==> src/rtl/sram_mbist_pkg.sv <==
// rtl/sram_mbist_pkg.sv - March C- element table, backgrounds and FSM state type for sram_mbist
package sram_mbist_pkg;

    localparam int         NUM_ELEM = 6;
    localparam logic [7:0] BG0      = 8'h00;
    localparam logic [7:0] BG1      = 8'hFF;

    typedef enum logic [1:0] {
        ST_IDLE,
        ST_RUN,
        ST_DRAIN,
        ST_DONE
    } state_e;

    // op_cnt is 1 or 2; with two ops the read always precedes the write
    typedef struct packed {
        logic       down;
        logic [1:0] op_cnt;
        logic       rd_first;
        logic [7:0] rd_bg;
        logic [7:0] wr_bg;
    } elem_t;

    function automatic logic elem_is_down(input logic [2:0] e);
        return (e == 3'd3) || (e == 3'd4);
    endfunction

    function automatic elem_t elem_info(input logic [2:0] e);
        elem_t t;
        t.down = elem_is_down(e);
        case (e)
            3'd0:    begin t.op_cnt = 2'd1; t.rd_first = 1'b0; t.rd_bg = BG0; t.wr_bg = BG0; end
            3'd1:    begin t.op_cnt = 2'd2; t.rd_first = 1'b1; t.rd_bg = BG0; t.wr_bg = BG1; end
            3'd2:    begin t.op_cnt = 2'd2; t.rd_first = 1'b1; t.rd_bg = BG1; t.wr_bg = BG0; end
            3'd3:    begin t.op_cnt = 2'd2; t.rd_first = 1'b1; t.rd_bg = BG0; t.wr_bg = BG1; end
            3'd4:    begin t.op_cnt = 2'd2; t.rd_first = 1'b1; t.rd_bg = BG1; t.wr_bg = BG0; end
            default: begin t.op_cnt = 2'd1; t.rd_first = 1'b1; t.rd_bg = BG0; t.wr_bg = BG0; end
        endcase
        return t;
    endfunction

endpackage

==> src/rtl/sram_mbist_addr_gen.sv <==
// rtl/sram_mbist_addr_gen.sv - up/down March address counter with load and terminal-count flag
module sram_mbist_addr_gen #(
    parameter int DEPTH  = 1536,
    parameter int ADDR_W = 11
) (
    input  logic              clk_i,
    input  logic              rst_i,
    input  logic              load_i,
    input  logic              down_i,
    input  logic              step_i,
    output logic [ADDR_W-1:0] addr_o,
    output logic              tc_o
);

    localparam logic [ADDR_W-1:0] LAST = ADDR_W'(DEPTH - 1);

    logic [ADDR_W-1:0] addr_q, addr_d;
    logic              down_q;

    always_comb begin
        addr_d = addr_q;
        if (load_i) begin
            addr_d = down_i ? LAST : '0;
        end else if (step_i) begin
            addr_d = down_q ? addr_q - 1'b1 : addr_q + 1'b1;
        end
    end

    always_ff @(posedge clk_i or posedge rst_i) begin
        if (rst_i) begin
            addr_q <= '0;
            down_q <= 1'b0;
        end else begin
            addr_q <= addr_d;
            if (load_i) begin
                down_q <= down_i;
            end
        end
    end

    // Terminal count is DEPTH-1 going up, so the unpopulated top of the address space is never issued
    assign tc_o   = down_q ? (addr_q == '0) : (addr_q == LAST);
    assign addr_o = addr_q;

endmodule

==> src/rtl/sram_mbist.sv <==
// rtl/sram_mbist.sv - March C- BIST controller with functional bypass mux for the 1536x8 SRAM macro
module sram_mbist
    import sram_mbist_pkg::*;
#(
    parameter int DEPTH  = 1536,
    parameter int ADDR_W = 11,
    parameter int DATA_W = 8
) (
    input  logic              CK,
    input  logic              RST,
    input  logic              start,
    input  logic              func_csb,
    input  logic              func_web,
    input  logic              func_oeb,
    input  logic [ADDR_W-1:0] func_a,
    input  logic [DATA_W-1:0] func_di,
    output logic              mem_csb,
    output logic              mem_web,
    output logic              mem_oeb,
    output logic [ADDR_W-1:0] mem_a,
    output logic [DATA_W-1:0] mem_di,
    input  logic [DATA_W-1:0] mem_do,
    output logic              busy,
    output logic              done,
    output logic              fail,
    output logic [ADDR_W-1:0] fail_addr,
    output logic [2:0]        fail_elem
);

    state_e            state_q;
    logic [2:0]        elem_q;
    logic              phase_q;
    logic              busy_q, done_q, fail_q;
    logic [ADDR_W-1:0] fail_addr_q;
    logic [2:0]        fail_elem_q;
    logic              cmp_vld_q;
    logic [DATA_W-1:0] cmp_exp_q;
    logic [ADDR_W-1:0] cmp_addr_q;
    logic [2:0]        cmp_elem_q;

    elem_t             cur;
    logic [ADDR_W-1:0] addr;
    logic              tc, is_rd, last_op, run_op, start_ok, mismatch;
    logic              ag_load, ag_down, ag_step;

    assign cur      = elem_info(elem_q);
    assign run_op   = (state_q == ST_RUN);
    assign is_rd    = cur.rd_first && !phase_q;
    assign last_op  = (cur.op_cnt == 2'd1) || phase_q;
    assign start_ok = start && ((state_q == ST_IDLE) || (state_q == ST_DONE));
    assign mismatch = cmp_vld_q && (mem_do != cmp_exp_q);

    assign ag_load = start_ok || (run_op && last_op && tc && (elem_q != 3'(NUM_ELEM - 1)));
    assign ag_down = !start_ok && elem_is_down(3'(elem_q + 3'd1));
    assign ag_step = run_op && last_op && !tc;

    sram_mbist_addr_gen #(
        .DEPTH  (DEPTH),
        .ADDR_W (ADDR_W)
    ) u_addr_gen (
        .clk_i  (CK),
        .rst_i  (RST),
        .load_i (ag_load),
        .down_i (ag_down),
        .step_i (ag_step),
        .addr_o (addr),
        .tc_o   (tc)
    );

    always_ff @(posedge CK or posedge RST) begin
        if (RST) begin
            state_q     <= ST_IDLE;
            elem_q      <= '0;
            phase_q     <= 1'b0;
            busy_q      <= 1'b0;
            done_q      <= 1'b0;
            fail_q      <= 1'b0;
            fail_addr_q <= '0;
            fail_elem_q <= '0;
            cmp_vld_q   <= 1'b0;
            cmp_exp_q   <= '0;
            cmp_addr_q  <= '0;
            cmp_elem_q  <= '0;
        end else begin
            cmp_vld_q  <= run_op && is_rd;
            cmp_exp_q  <= cur.rd_bg;
            cmp_addr_q <= addr;
            cmp_elem_q <= elem_q;
            if (mismatch) begin
                // First failure wins; a read issued in this same cycle is discarded
                state_q     <= ST_DONE;
                busy_q      <= 1'b0;
                done_q      <= 1'b1;
                fail_q      <= 1'b1;
                fail_addr_q <= cmp_addr_q;
                fail_elem_q <= cmp_elem_q;
                cmp_vld_q   <= 1'b0;
            end else begin
                case (state_q)
                    ST_IDLE, ST_DONE: begin
                        if (start) begin
                            state_q     <= ST_RUN;
                            busy_q      <= 1'b1;
                            done_q      <= 1'b0;
                            fail_q      <= 1'b0;
                            fail_addr_q <= '0;
                            fail_elem_q <= '0;
                            elem_q      <= '0;
                            phase_q     <= 1'b0;
                        end
                    end
                    ST_RUN: begin
                        if (last_op) begin
                            phase_q <= 1'b0;
                            if (tc) begin
                                if (elem_q == 3'(NUM_ELEM - 1)) begin
                                    state_q <= ST_DRAIN;
                                end else begin
                                    elem_q <= 3'(elem_q + 3'd1);
                                end
                            end
                        end else begin
                            phase_q <= 1'b1;
                        end
                    end
                    ST_DRAIN: begin
                        state_q <= ST_DONE;
                        busy_q  <= 1'b0;
                        done_q  <= 1'b1;
                    end
                    default: state_q <= ST_IDLE;
                endcase
            end
        end
    end

    assign mem_csb = busy_q ? 1'b0 : func_csb;
    assign mem_oeb = busy_q ? 1'b0 : func_oeb;
    assign mem_web = busy_q ? is_rd : func_web;
    assign mem_a   = busy_q ? addr : func_a;
    assign mem_di  = busy_q ? cur.wr_bg : func_di;

    assign busy      = busy_q;
    assign done      = done_q;
    assign fail      = fail_q;
    assign fail_addr = fail_addr_q;
    assign fail_elem = fail_elem_q;

endmodule

==> config.mk <==
export PLATFORM = sky130hd
export DESIGN_NAME = sram_mbist
export DESIGN_NICKNAME = d
export VERILOG_FILES = /design/src/rtl/sram_mbist_pkg.sv /design/src/rtl/sram_mbist_addr_gen.sv /design/src/rtl/sram_mbist.sv
export SDC_FILE = /design/constraint.sdc
export NUM_CORES = 1
export LEC_CHECK = 0
export CORE_UTILIZATION = 54
export CTS_CLUSTER_SIZE = 24
export DETAILED_ROUTE_END_ITERATION = 6
export GPL_ROUTABILITY_DRIVEN = 0
export PLACE_DENSITY_LB_ADDON = 0.25
export SLEW_MARGIN = 25
export SYNTH_ARGS = -nofsm -noshare
export SYNTH_HDL_FRONTEND = slang
export SYNTH_SLANG_ARGS = --single-unit
export TNS_END_PERCENT = 30
==> constraint.sdc <==
create_clock -name CK -period 5.71 [get_ports CK]
set_input_delay 1.142 -clock CK [delete_from_list [all_inputs] [get_ports CK]]
set_output_delay 1.142 -clock CK [all_outputs]
set_load 0.01 [all_outputs]
==> reports/results.txt <==
Number of core rows = 26
Critical path depth = 6
Post-route cell area = 3830 sq um
Post-DP HPWL = 4810 um
Top Ports = 72
First-pass GRT wire length = 10200 um
Pwr Total = 1.84 mW
Worst-margin pin slew = 885 ps
RSZ-0062 raised after global routing = false
Clk_lat worst skew = 300 ps
Die Ht = 75.8 um
Global route overflow = 0
GRT Overall Usage = 0.239
Layout area overhead = 30.2%
CTS max path bufs = 2
Syn Inst Count = 304
Leakage power = 1.72 nW
Vias/cell = 5.61
Critical path class = reg2out
Slew Limit Headroom = 0.410
Worst reg2reg path depth = 8
Worst EP arrival = 2520 ps
Post-synthesis area per instance = 9.67 sq um
Pwr dens = 482 nW/um^2
Final setup viols = 0
Clock Pin Slew Worst Setup and Hold Paths = 90 ps
Max_cap viols = 0
Routed len/inst = 14.9 um
CP bufs+invs = 2
CTS sink count = 51
YS warnings = 0
Vias in the first global route = 2221
Mapped Area = 2940 sq um
Final hold vios = 0
Final net count = 425
Buffers on Ports = 71
Length of the first detailed-routing pass in iterations = 4
Status = completed
Combinational share of power = 0.521
CP peak stage delay = 520 ps
Root Driver = clkbuf_8
Total core area = 5170 sq um
VDD IR-drop max = 0.234 mV
Slew Viols, Final = 0
Number of enable flip-flop cells after synthesis = 0
Syn_nets = 356
Ys flop type = dfrtp_1
Seq pwr share = 0.343
CP delay by family, top = compound AO/OA/AOI/OAI gates
Die ar. = 5740 sq um
Worst path slowest cell = o21ai_0
Post-route DRC = 0
CTS tree = done
Startpoint Class = flop
Seq cells post-synth = 51
FILL cells = 366
Crit path capture type = primary output
# diodes = 0
R2R setup slack = 3120 ps
Initial core utilization = 0.568
DR iter-0 viols = 139
Sw Pwr = 722 uW
Sw Share = 0.391
Post-CTS Setup Bufs = 0
Worst Skew = 2.61 ps
Worst hold-check path type = reg2reg
Synth unique cells = 52
Synth async-reset ratio = 1.00
Min Tclk post-route = 3670 ps
Post-CTS sizing = 0
DRT Wirelength = 6630 um
Largest net degree at the start of global routing = 52
Crit path to = mem_di[5]
Seq/Total Area, Yosys = 0.434
Share of layout cells above drive strength 1 = 0.0936
CTS Hold Bufs = 0
P_int = 1.12 mW
H-tree depth = 2
Clock group share of total power = 0.136
Vias = 2490
Cts bufs inserted = 5
Crit-path most repeated cell = o21ai_0
Critical R2R Capture = u_addr_gen.addr_o[10]
Crit Path Max Fanout = 8
FF-to-FF Start = u_addr_gen.down_q
Initial antenna violation count = 0
Total Neg Setup Slack = 0 ps
Max frequency = 273 MHz
Placed cell area = 3710 sq um
Tcrit/Tclk final = 0.642
CP cell instances = inv_1, ha_1, and2b_1, o21ai_0, o21ai_0, clkdlybuf4s50_1
Critical path origin = elem_q[1]
Routed Antenna Nets = 0
Die X = 75.8 um
Worst EP required = 4570 ps
cell families (layout without fill, tap and decap cells):
| kind of cell | after synthesis | after routing | synth area share |
|---|---|---|---|
| xor gates and xnor gates | 6 | 6 | 0.0179 |
| AOI/OAI and AO/OA | 87 | 87 | 0.200 |
| muxes | 20 | 20 | 0.0740 |
| adders and majority gates | 19 | 19 | 0.0834 |
| and+or+nand+nor | 87 | 87 | 0.147 |
| DFF | 51 | 51 | 0.434 |
| buffers and inverters | 34 | 104 | 0.0438 |
placed cells by master (no fill, tap or decap), types with 5 or more instances in the layout:
master and instances:
nand2_1 44, mux2i_1 6, a21o_1 5, dfrtp_1 51, o21ai_0 30, clkbuf_8 5
a21oi_1 17, ha_1 18, inv_1 23, clkdlybuf4s50_1 71, nor2_1 5, nor3_1 6
o22a_1 7, mux2_2 14
flip-flops by register name, summed over array words and instances, names as in the netlist:
register / cells
done: 1
cmp_elem_q: 3
cmp_vld_q: 1
elem_q: 3
fail_elem: 3
fail: 1
fail_addr: 11
state_q: 2
cmp_exp_q: 1
busy: 1
cmp_addr_q: 11
u_addr_gen.down_q: 1
phase_q: 1
u_addr_gen.addr_o: 11
worst min-delay path by stage:
stage                  start            end  cells past startpoint
2_1_floorplan      elem_q[0]  cmp_elem_q[0]                      0
3_3_place_gp   cmp_addr_q[8]   fail_addr[8]                      2
3_5_place_dp   cmp_addr_q[3]   fail_addr[3]                      2
4_1_cts        cmp_addr_q[3]   fail_addr[3]                      2
5_1_grt            elem_q[0]  cmp_elem_q[0]                      0
6_report       cmp_addr_q[0]   fail_addr[0]                      2
metrics by stage:
stage	utilization	std cells	hold WS, ps	setup slack [ps]
2_1_floorplan	-	304	405	3120
3_3_place_gp	0.718	436	429	2240
3_5_place_dp	0.718	436	435	2210
4_1_cts	0.740	444	459	1990
5_1_grt	0.740	444	473	1790
6_report	0.740	444	455	2040
area by class of cell:
type	instances	area, sq um	area share
clock inverter	3	43.8	0.0114
multi-input combinational	219	1540	0.403
timing repair buffer	72	718	0.188
sequential	51	1280	0.333
tap	70	87.6	0.0229
inverter	24	91.3	0.0239
clock buffer	5	68.8	0.0180
power groups by stage:
stage          logic [mW]  clock network (mW)  registers (mW)
3_5_place_dp        0.956                   0           0.640
6_report            0.961               0.251           0.632
5_1_grt              1.05               0.267           0.654
3_3_place_gp        0.926                   0           0.636
2_1_floorplan       0.586                   0           0.599
4_1_cts             0.962               0.254           0.633
cells in the mapped netlist (3+ instances only):
cell,n,area (sq um)
nand3_1,4,20.0
o211ai_1,4,30.0
nand4_1,3,18.8
nor2b_1,4,25.0
o21ai_0,30,150
nor3_1,6,30.0
mux2_2,14,158
nor2_1,5,18.8
a21oi_1,17,85.1
mux2i_1,6,60.1
a21o_1,5,37.5
inv_1,24,90.1
clkbuf_1,9,33.8
xnor2_1,3,26.3
dfrtp_1,51,1280
o21ai_1,3,15.0
xor2_1,3,26.3
nor4_1,3,18.8
nand2_1,44,165
o22a_1,7,61.3
ha_1,18,225
and3_1,3,18.8
nand2b_1,3,18.8
layer usage:
layer  vias up  part of all wire  global-route usage
li1       1219                 -                   -
met1      1188              0.45               0.331
met2        77              0.48               0.379
met3         6             0.057              0.0410
met4         0            0.0089              0.0823
met5         -                 0                   0
worst reg2reg max path: cells and delay by family (launching register included):
family                     cells  cell delay [ps]
and+or+nand+nor                1              180
buffers and inverters          1              190
adders and majority gates      1              420
AOI/OAI and AO/OA              5             1040
DFF                            1              650
(Power assumes the default switching activity.)
